===== config.mk =====
export PLATFORM = sky130hd
export DESIGN_NAME = store_hist_buf
export DESIGN_NICKNAME = d
export VERILOG_FILES = /design/src/rtl/store_hist_buf.sv
export SDC_FILE = /design/constraint.sdc
export NUM_CORES = 1
export LEC_CHECK = 0
export ABC_CLOCK_PERIOD_IN_PS = 1750
export BUFFER_PORTS_ARGS = -buffer_cell sky130_fd_sc_hd__buf_2
export CAP_MARGIN = 20
export CORE_MARGIN = 3
export CORE_UTILIZATION = 53
export DETAILED_ROUTE_END_ITERATION = 10
export GPL_TIMING_DRIVEN = 0
export MAX_ROUTING_LAYER = met4
export PLACE_DENSITY = 0.74
export SETUP_SLACK_MARGIN = 0.3
export SLEW_MARGIN = 15
export SYNTH_ARGS = -nofsm -noshare
export SYNTH_HDL_FRONTEND = slang
export SYNTH_SLANG_ARGS = --single-unit

===== constraint.sdc =====
create_clock -name clk -period 1.75 [get_ports clk]
set_clock_uncertainty 0.05 [all_clocks]
set_input_delay 0.0875 -clock clk [delete_from_list [all_inputs] [get_ports clk]]
set_output_delay 0.0875 -clock clk [all_outputs]
set_load 0.02 [all_outputs]

===== src/rtl/store_hist_buf.sv =====
// Four-entry circular history of accepted stores; i_sel=0 reads the newest entry, 3 the oldest.
module store_hist_buf (
  input  logic        clk,
  input  logic        reset,
  input  logic        i_wr_en,
  input  logic [31:0] i_adr,
  input  logic [31:0] i_data,
  input  logic [1:0]  i_sel,
  output logic [31:0] o_adr,
  output logic [31:0] o_data
);

  logic [31:0] r_adr  [4];
  logic [31:0] r_data [4];
  logic [1:0]  r_wr_ptr;
  logic [1:0]  w_rd_idx;

  // NOTE: the ring is only four entries, so it is cleared on reset to keep reads deterministic.
  always_ff @(posedge clk or negedge reset) begin
    if (!reset) begin
      r_wr_ptr <= 2'd0;
      for (int i = 0; i < 4; i++) begin
        r_adr[i]  <= '0;
        r_data[i] <= '0;
      end
    end else if (i_wr_en) begin
      r_adr[r_wr_ptr]  <= i_adr;
      r_data[r_wr_ptr] <= i_data;
      r_wr_ptr         <= r_wr_ptr + 2'd1;
    end
  end

  // Pointer arithmetic wraps modulo 4, so newest = wr_ptr-1 and older entries step backwards.
  assign w_rd_idx = r_wr_ptr - 2'd1 - i_sel;
  assign o_adr    = r_adr[w_rd_idx];
  assign o_data   = r_data[w_rd_idx];

endmodule


; Word level (Yosys, flattened, before mapping)
; Index checks and enable logic that the tools add are counted.
[totals]
regBits = 258
in_bits = 69
output_inout_bits = 64
elab_cells = 28
[classes]
add_sub_neg = 3
magnitude_cmp = 3
mux = 10
n_bitwise = 2
n_reduce_logical = 1
[ops]
columns = op, count
row1 = bitwise mux 128 bit, 2
row2 = two-way mux 32 bit, 5
row3 = binary-select mux 32 bit (select 2 bit), 2
row4 = demux 32 bit (select 2 bit), 1
row5 = greater-or-equal comparator 3 bit (second input constant), 2
row6 = NOT 2 -> 3 bit, 2
row7 = < comparator 3 x 1 -> 1 bit (second input constant), 1
row8 = adder 2 x 1 -> 2 bit (second input constant), 1
row9 = subtractor 2 x 1 -> 2 bit (second input constant), 1
row10 = subtractor 2 bit, 1
row11 = logical AND 1 bit, 1

; Depth between registers and ports, before layout
; Gate-level depths: netlist (run 1).
[depth]
ltp_word = 6
ltp_mapped = 6
depth_no_buf = 4

; Worst setup path before layout (run 1)
; Ideal clock, no wire load.
[synth_timing]
kind = reg-to-output
startpoint = register r_wr_ptr[0]
endpoint = output o_adr[11]
t_arrival_ps = 1856
t_required_ps = 1612
setup_slack_ps = -244
path_stages_with_launch = 5
path_cell_list = dfrtp_1 ha_1 buf_2 buf_2 mux4_1
[synth_via]
elab_chain_len = 6
[synth_lines]
columns = element, line
row1 = "start, declared", 15  ; logic [1:0] r_wr_ptr;
row2 = "start signal, assigned", 29  ; r_wr_ptr <= r_wr_ptr + 2'd1;
row3 = subtractor 2 x 1 -> 2 bit, 34  ; assign w_rd_idx = r_wr_ptr - 2'd1 - i_sel;
row4 = subtractor 2 bit, 34
row5 = NOT 2 -> 3 bit (implied by the code), 35  ; assign o_adr = r_adr[w_rd_idx];
row6 = binary-select mux 32 bit (select 2 bit), 35
row7 = two-way mux 32 bit (implied by the code) (2 in a row), 35
row8 = "end, declared", 9  ; output logic [31:0] o_adr,
; Every way passes these cells. The select of a mux whose other input is x is not followed.

; Worst setup path after layout (run 1)
[layout_timing]
startpoint = register r_wr_ptr[0]
endpoint = output o_data[9]
[layout_via]
elab_chain_len = 6
[layout_lines]
columns = element, line
row1 = subtractor 2 x 1 -> 2 bit, 34
row2 = subtractor 2 bit, 34
row3 = NOT 2 -> 3 bit (implied by the code), 36  ; assign o_data = r_data[w_rd_idx];
row4 = binary-select mux 32 bit (select 2 bit), 36
row5 = two-way mux 32 bit (implied by the code) (2 in a row), 36
row6 = "end, declared", 10  ; output logic [31:0] o_data
; Every way passes these cells. The select of a mux whose other input is x is not followed.

==> impl_metrics.yaml, run 1 <==
routing:
  num_vias: 6943
  ant_nets: 0
  drtIter0Drc: 366
  routed_wl_um: 29300
  drc_errors: 0
  via_per_inst: 5.72
  wire_per_inst_um: 24.2
  dr.pass1.iters: 4
floorplan:
  initial_core_util_pct: 54.9
  die_x_um: 152
  top_level_ports: 133
  die-area_um2: 23100
  coreArea_um2: 20600
  die_h_um: 152
  placementRows: 52
worst_setup_path:
  cp.required_ps: 1610
  critPathMaxStageDelay_ps: 540
  crit_arrival_ps: 2340
  start_kind: "flip-flop"
  crit_chain: "ha_4 -> buf_12 -> buf_12 -> buf_12 -> mux4_2 -> buf_6"
  slowest_stage: "mux4_2"
  cp_max_fo: 8
  cp_common_cell: "buf_12"
  crit_type: "flip-flop to output port"
  cp-end-kind: "output port"
  cpLargestDelayFamily: "buffers and inverters"
  worst-path-buf-inv: 4
sta:
  timing.fmax_ghz: 0.404
  hold_viol_final: 0
  tightest_slew_ps: 1090
  relSlewSlack_pct: 27.6
  fin_crit_sh_pct: 141
  finalMaxSlewViolations: 0
  fin_crit_ps: 2480
  setup_viol: 320
  tns_ps: -102550
  fin_ws_ps: -726
  rsz0062_at_grt: "true"
grt:
  grt_use_total_pct: 24.2
  antenna_found_initial: 1
  gr-total-overflow: 0
  first_global_vias: 7706
  grt_pass1_wl_um: 43200
  grt_max_degree: 116
placed_design:
  gp_congestion: 0.769
  numPlacedInstances: 1036
  portBuffers: 131
  dpl.hpwl_um: 15800
clock_network:
  htree_levels: 1
  clk_path_buf_depth: 3
  cts_tree: "yes"
  cts_buffers: 27
  insertion_delay_ps: 520
  cts_root_buffer: "clkbuf_16"
  cts.sinks: 258
  clk_pin_slew_ps: 60
layout:
  regArea_um2: 6460
  drive_gt1_share_pct: 65.5
  multi_input_area_um2: 5140
  nets: 997
  area_delta_synth_final_pct: 43.9
  stdcell_count: 1213
  fillers: 1129
power:
  powerDensity_nw_per_um2: 2260
  leakagePower_nw: 7.51
  peakVddDrop_uv: 1530
synth:
  synth_nets: 707
  yosys_warnings: 0
  syn_inst: 633
  seq_area_frac_synth_pct: 57.2
  ys_types: 12
  syn_avg_cell_area_um2: 17.8
  syn_area_um2: 11300
  synth-seq-cells: 258
worst_hold_path:
  hold_class: "input pin to asynchronous set/reset pin"
outcome:
  status: "complete, but fails checks"
  violations: "negative setup slack"
flow_run:
  cap_violations: 0
[layout by cell type (no fill, tap or decap)]
cell type and instances:
diode_2 1, clkinv_2 4, buf_12 40, clkinvlp_4 1, mux2_2 144, inv_2 1, clkbuf_16 35, clkbuf_8 12
bufinv_16 3, buf_16 18, mux4_2 64, clkbuf_1 1, inv_8 1, o21ai_2 1, buf_6 51, buf_8 3
buf_2 104, nand2_8 11, xor2_1 1, xnor3_1 1, dfrtp_2 2, inv_1 1, dlygate4sd3_1 65, dfrtp_1 256
ha_4 5, mux2_4 112, buf_4 4, nand2_2 1
[path summary, 6_finish.rpt]
kind                             startpoint           to  slack, ps  depth (start not counted)
max in group asynchronous             reset  r_wr_ptr[0]        730                          3
worst max-delay path            r_wr_ptr[0]    o_data[9]       -730                          6
min in group clk                    i_wr_en  r_wr_ptr[1]        250                          2
worst min register to register    r_adr[54]    r_adr[54]        450                          1
worst min-delay path                  reset    r_adr[86]          7                          2
worst max register to register  r_wr_ptr[0]    r_adr[98]       -370                         10
[state kept, by name (all words and copies together), names as in the netlist]
register	cells
r_wr_ptr	2
r_adr	128
r_data	128
[kinds of logic (layout without fill, tap and decap cells)]
family,Yosys count,in the layout,synth area share [%]
mux,320,320,39.5
flops,258,258,57.2
buf+inv,42,344,2.22
fa+ha+maj,5,5,0.554
simple gates,5,12,0.166
xor+xnor,2,2,0.277
compound gates,1,1,0.0443
other cells,0,1,0
[worst register-to-register path, stage by stage, from the launching register on]
cell	delay (ps)
dfrtp_2	430
buf_4	140
buf_6	110
buf_6	110
buf_8	140
inv_8	60
ha_4	170
nand2_8	130
buf_12	240
buf_16	130
mux2_4	290
[routing by layer]
| layer | vias up | part of all wire (%) | track usage, % |
|---|---|---|---|
| li1 | 2985 | - | - |
| met1 | 3709 | 41 | 31.0 |
| met2 | 186 | 51 | 40.9 |
| met3 | 63 | 4.9 | 3.47 |
| met4 | 0 | 2.8 | 6.81 |
| met5 | - | 0 | - |
[metrics by stage]
step	cell area (um2)	worst slack [ps]	utilization [%]	total power [mW]	hold WS, ps
2_1_floorplan	11500	39.7	-	21.3	-258
3_3_place_gp	12400	-3980	60.5	24.7	305
3_5_place_dp	12500	-191	60.9	25.5	-42.0
4_1_cts	15300	-734	74.3	34.3	0.0504
5_1_grt	16200	-762	79.0	38.3	25.4
6_report	16200	-726	79.0	36.7	7.05
[repair_timing]
| item | CTS | global route |
|---|---|---|
| endpoints found under the setup margin | 311 | 321 |
| gates cloned | 21 | 10 |
| hold buffers | 65 | 0 |
| endpoints found under the hold margin | 514 | 0 |
| gates resized for setup | 113 | 162 |
| pin swaps | 1 | 0 |
| buffers inserted | 20 | 12 |
[cells in the mapped netlist, drive strengths merged]
cell type	n	area [um2]
nand2	5	18.8
buf	39	239
dfrtp	258	6460
mux4	64	1580
ha	5	62.6
xnor3	1	22.5
xor2	1	8.76
mux2	256	2880
o21ai	1	5.00
inv	3	11.3
[power breakdown]
part | switching, mW | leakage (nW) | internal, mW
combinational | 8.35 | 3.98 | 11.4
sequential | 1.75 | 3.05 | 9.06
clock | 2.33 | 0.478 | 3.75
[final cells by class]
cell class	count	area share, %
Antenna cell	1	0.0154
Multi-Input combinational cell	340	31.6
Inverter	3	0.116
Clock inverter	8	0.725
Sequential cell	258	39.8
Tap cell	270	2.08
Clock buffer	40	5.20
Buffer	39	4.31
Timing Repair Buffer	254	16.1
No activity file was read; power rests on OpenSTA's default activity.
==> inputs of run 2 (changes only) <==
--- a/config.mk
+++ b/config.mk
@@ -5,11 +5,11 @@
 export SDC_FILE = /design/constraint.sdc
 export NUM_CORES = 1
 export LEC_CHECK = 0
-export ABC_CLOCK_PERIOD_IN_PS = 1750
+export ABC_CLOCK_PERIOD_IN_PS = 2900
 export BUFFER_PORTS_ARGS = -buffer_cell sky130_fd_sc_hd__buf_2
 export CAP_MARGIN = 20
 export CORE_MARGIN = 3
-export CORE_UTILIZATION = 53
+export CORE_UTILIZATION = 55
 export DETAILED_ROUTE_END_ITERATION = 10
 export GPL_TIMING_DRIVEN = 0
 export MAX_ROUTING_LAYER = met4
==> constraint.sdc (replaced) <==
create_clock -name clk -period 2.9 [get_ports clk]
set_clock_uncertainty 0.05 [all_clocks]
set_input_delay 0.145 -clock clk [delete_from_list [all_inputs] [get_ports clk]]
set_output_delay 0.145 -clock clk [all_outputs]
set_load 0.02 [all_outputs]
==> run 2 against run 1 <==
Effect of this change: the flow now finishes without violations; core utilization down 8.6 points; register-to-register slack better by 1200 ps; flip-flop and latch count unchanged; global-route usage down 1.1 points; via count down 6.3%; final area down 14%; worst hold slack better by 80 ps; cell count down 5.4%; sequential share of layout area up 6.6 points; first-iteration DRC count down 9.8%; worst setup slack better by 1100 ps; critical endpoint is now o_adr[31].
==> impl_metrics.yaml, run 2 (same netlist as run 1, synthesis figures left out) <==
sta:
  tns_ps: 0
  finalMaxSlewViolations: 0
  timing.fmax_ghz: 0.392
  fin_crit_ps: 2550
  fin_ws_ps: 348
  tightest_slew_ps: 537
  rsz0062_at_grt: "true"
  whs_ps: 87.0
  fin_crit_sh_pct: 88.0
  hold_viol_final: 0
  setup_viol: 0
  relSlewSlack_pct: 64.2
grt:
  grt_use_total_pct: 23.1
  antenna_found_initial: 1
  grt_max_degree: 107
  first_global_vias: 7466
  grt_pass1_wl_um: 39500
  gr-total-overflow: 0
outcome:
  status: "finished, final reports clean"
layout:
  area_delta_synth_final_pct: 23.4
  largest_registers: "r_adr (128), r_data (128), r_wr_ptr (2)"
  layout_commonest_cell: "dfrtp_1"
  fillers: 1297
  nets: 938
  final_area_um2: 13900
  drive_gt1_share_pct: 57.5
  layout_common_cells: "dfrtp_1, mux2_2, buf_2"
  regArea_um2: 6460
  stdcell_count: 1147
  multi_input_area_um2: 4550
  finish.utilization_pct: 70.4
worst_setup_path:
  cp.required_ps: 2710
  cp_max_fo: 10
  r2r_start: "r_wr_ptr[0]"
  crit_arrival_ps: 2360
  worstReg2RegEnd: "r_adr[49]"
  cp-end-kind: "output port"
  reg2reg_depth: 6
  reg2reg_slack_ps: 780
  crit_type: "flip-flop to output port"
  start_kind: "flip-flop"
routing:
  ant_nets: 0
  via_per_inst: 5.67
  num_vias: 6509
  wire_per_inst_um: 21.3
  drc_errors: 0
  drtIter0Drc: 330
  routed_wl_um: 24400
  dr.pass1.iters: 4
placed_design:
  dpl_worst_slack_ps: 409
  place_area_um2: 12300
  numPlacedInstances: 1031
  gp_congestion: 0.768
  portBuffers: 131
  dpl.hpwl_um: 15900
floorplan:
  coreArea_um2: 19800
  top_level_ports: 133
  initial_core_util_pct: 57.0
  die_h_um: 149
  die-area_um2: 22300
  placementRows: 51
  die_x_um: 149
clock_network:
  cts_buffers: 26
  clk_path_buf_depth: 3
  insertion_delay_ps: 510
  htree_levels: 1
  clk_pin_slew_ps: 60
  cts.sinks: 258
  cts_tree: "yes"
  cts_root_buffer: "clkbuf_16"
power:
  powerDensity_nw_per_um2: 1310
  peakVddDrop_uv: 721
  leakagePower_nw: 6.21
  total_power_mw: 18.3
worst_hold_path:
  hold_class: "input pin to asynchronous set/reset pin"
flow_run:
  cap_violations: 0
==> run 2: changes by cell type in the layout (fill, tap and decap cells not counted), sizes merged <==
| cell | before | now |
|---|---|---|
| buf | 220 | 176 |
| nand2 | 12 | 5 |
| bufinv | 3 | 1 |
| clkbuf | 48 | 38 |
| clkinv | 4 | 5 |
| dlygate4sd3 | 65 | 66 |
==> run 2: metal layers <==
layer | GRT usage (%) | share of wire, %
met1 | 30.3 | 43
met2 | 38.9 | 51
met3 | 3.43 | 4.2
met4 | 5.17 | 1.5
met5 | - | 0
==> run 2: what timing repair did <==
action                                  CTS  global route
hold buffers                             66             0
gates resized for setup                  24             7
endpoints found under the hold margin   410             0
buffers inserted                          4             0
endpoints found under the setup margin   60            14
==> run 2: worst max-delay path by stage <==
stage	endpoint	depth (start not counted)	startpoint
2_1_floorplan	o_adr[11]	4	r_wr_ptr[0]
4_1_cts	o_data[9]	5	r_wr_ptr[0]
6_report	o_adr[31]	5	r_wr_ptr[0]
5_1_grt	o_adr[31]	5	r_wr_ptr[0]
3_3_place_gp	r_data[102]	1	reset
3_5_place_dp	o_adr[2]	5	r_wr_ptr[0]
==> run 2: where the power goes <==
part	internal [mW]	switching, mW
Sequential	5.46	0.900
Clock	1.93	1.32
Combinational	4.53	4.14
Total	11.9	6.36
==> run 2: area by class of cell <==
type	instances	share of cell area, %
Sequential cell	258	46.4
Tap cell	265	2.38
Antenna cell	1	0.0180
Clock inverter	7	0.449
Inverter	3	0.0809
Multi-Input combinational cell	333	32.7
Timing Repair Buffer	203	10.1
Clock buffer	38	5.58
Buffer	39	2.33
==> run 2: critical path, stage by stage, from the launching register on <==
cell and delay, ps:
dfrtp_1 400, ha_1 330, buf_12 170, buf_8 180
mux4_1 570, buf_2 190
==> inputs of run 3 (changes only) <==
==> constraint.sdc (replaced) <==
create_clock -name clk -period 2.9 [get_ports clk]
set_clock_uncertainty 0.05 [all_clocks]
set_input_delay 0.29 -clock clk [delete_from_list [all_inputs] [get_ports clk]]
set_output_delay 0.29 -clock clk [all_outputs]
set_load 0.02 [all_outputs]
==> run 3 against run 2 <==
Effect of this change: final area increased by 3.3%; register-to-register slack got worse by 70 ps; first-iteration DRC count increased by 5.2%; via count increased by 0.66%; die area unchanged; clock-buffer cell count unchanged; fmax decreased by 4.1%.
==> impl_metrics.yaml, run 3 (same netlist as run 1, synthesis figures left out) <==
worst_hold_path:
  min_path_cells: 2
  hold_class: "input pin to flip-flop"
clock_network:
  cts_tree: "yes"
  cts_buffers: 26
  htree_levels: 1
  cts.sinks: 258
  clk_pin_slew_ps: 60
  insertion_delay_ps: 520
  cts_root_buffer: "clkbuf_16"
  clk_path_buf_depth: 3
sta:
  timing.fmax_ghz: 0.376
  fin_crit_sh_pct: 91.8
  setup_viol: 0
  fin_ws_ps: 238
  fin_crit_ps: 2660
  rsz0062_at_grt: "true"
  tightest_slew_ps: 551
  whs_ps: 13.1
  finalMaxSlewViolations: 0
  relSlewSlack_pct: 63.2
  hold_viol_final: 0
grt:
  gr-total-overflow: 0
  grt_max_degree: 107
  grt_pass1_wl_um: 39600
  grt_use_total_pct: 23.2
  first_global_vias: 7436
  antenna_found_initial: 1
layout:
  layout_common_cells: "dfrtp_1, mux2_2, buf_2"
  drive_gt1_share_pct: 61.6
  final_area_um2: 14400
  layout_commonest_cell: "dfrtp_1"
  stdcell_count: 1151
  area_delta_synth_final_pct: 27.4
  nets: 942
  largest_registers: "r_adr (128), r_data (128), r_wr_ptr (2)"
power:
  total_power_mw: 20.3
  leakagePower_nw: 6.29
  peakVddDrop_uv: 803
  powerDensity_nw_per_um2: 1410
routing:
  met2RoutedLength_um: 13000
  drc_errors: 0
  via_per_inst: 5.69
  wire_per_inst_um: 22.1
  met1_length_um: 10700
  wl_met3_um: 1320
  routed.top_layer: "met4"
  routed_wl_um: 25400
  drtIter0Drc: 347
  dr.pass1.iters: 4
  num_vias: 6552
  ant_nets: 0
worst_setup_path:
  cp_max_fo: 6
  cp-end-kind: "output port"
  cp.required_ps: 2560
  crit_arrival_ps: 2320
  crit_type: "flip-flop to output port"
  reg2reg_depth: 6
  start_kind: "flip-flop"
placed_design:
  numPlacedInstances: 1031
  dpl_worst_slack_ps: 264
  dpl.hpwl_um: 15900
  gp_congestion: 0.768
  portBuffers: 131
  place_area_um2: 12300
outcome:
  status: "finished, final reports clean"
flow_run:
  cap_violations: 0
floorplan:
  die_h_um: 149
  coreArea_um2: 19800
  top_level_ports: 133
  die-area_um2: 22300
  initial_core_util_pct: 57.0
  die_x_um: 149
  placementRows: 51
## run 3: what timing repair did
action / in CTS / in global routing
buffers inserted: 4 / 0
pin swaps: 0 / 1
gates cloned: 1 / 7
endpoints found under the hold margin: 247 / 0
endpoints found under the setup margin: 64 / 58
hold buffers: 62 / 0
resized for setup: 35 / 152
## run 3: area by class of cell
| type | instances | area, um2 |
|---|---|---|
| fill | 1249 | 5400 |
| buffer | 39 | 344 |
| sequential | 258 | 6460 |
| multi-input combinational | 333 | 4450 |
| clock inverter | 7 | 62.6 |
| tap | 265 | 332 |
| clock buffer | 38 | 777 |
| antenna | 1 | 2.50 |
| timing repair buffer | 207 | 1940 |
| inverter | 3 | 11.3 |
## run 3: routing by layer
layer	vias to the layer above	track usage [%]
met4	0	4.99
met1	3497	30.9
met3	32	3.49
li1	2856	-
met2	167	38.8
met5	-	-
## run 3: final timing paths
| path | start | endpoint | slack, ps |
|---|---|---|---|
| setup / recovery | r_wr_ptr[0] | o_adr[30] | 240 |
| min in group asynchronous | reset | r_adr[61] | 230 |
| max in group asynchronous | reset | r_data[4] | 1240 |
| hold / removal | i_data[19] | r_data[83] | 10 |
| setup reg to reg | r_wr_ptr[0] | r_adr[49] | 710 |
| hold reg to reg | r_adr[12] | r_adr[12] | 450 |
## run 3: worst max-delay path, cell delays in order (launching register included)
cell	delay (ps)
dfrtp_1	420
ha_4	340
buf_12	170
clkbuf_16	170
mux4_2	540
buf_6	160
## run 3: power breakdown
group	internal (mW)	switching (mW)	total [mW]
clock network	1.93	1.34	3.27
registers	5.46	0.960	6.42
logic	6.06	4.54	10.6
## run 3: metrics by stage
| stage | utilization, % | setup TNS, ps |
|---|---|---|
| 4_1_cts | 70.6 | 0 |
| 6_report | 72.7 | 0 |
| 3_5_place_dp | 62.4 | 0 |
| 5_1_grt | 72.7 | 0 |
| 3_3_place_gp | 62.0 | -656940 |
| 2_1_floorplan | - | 0 |
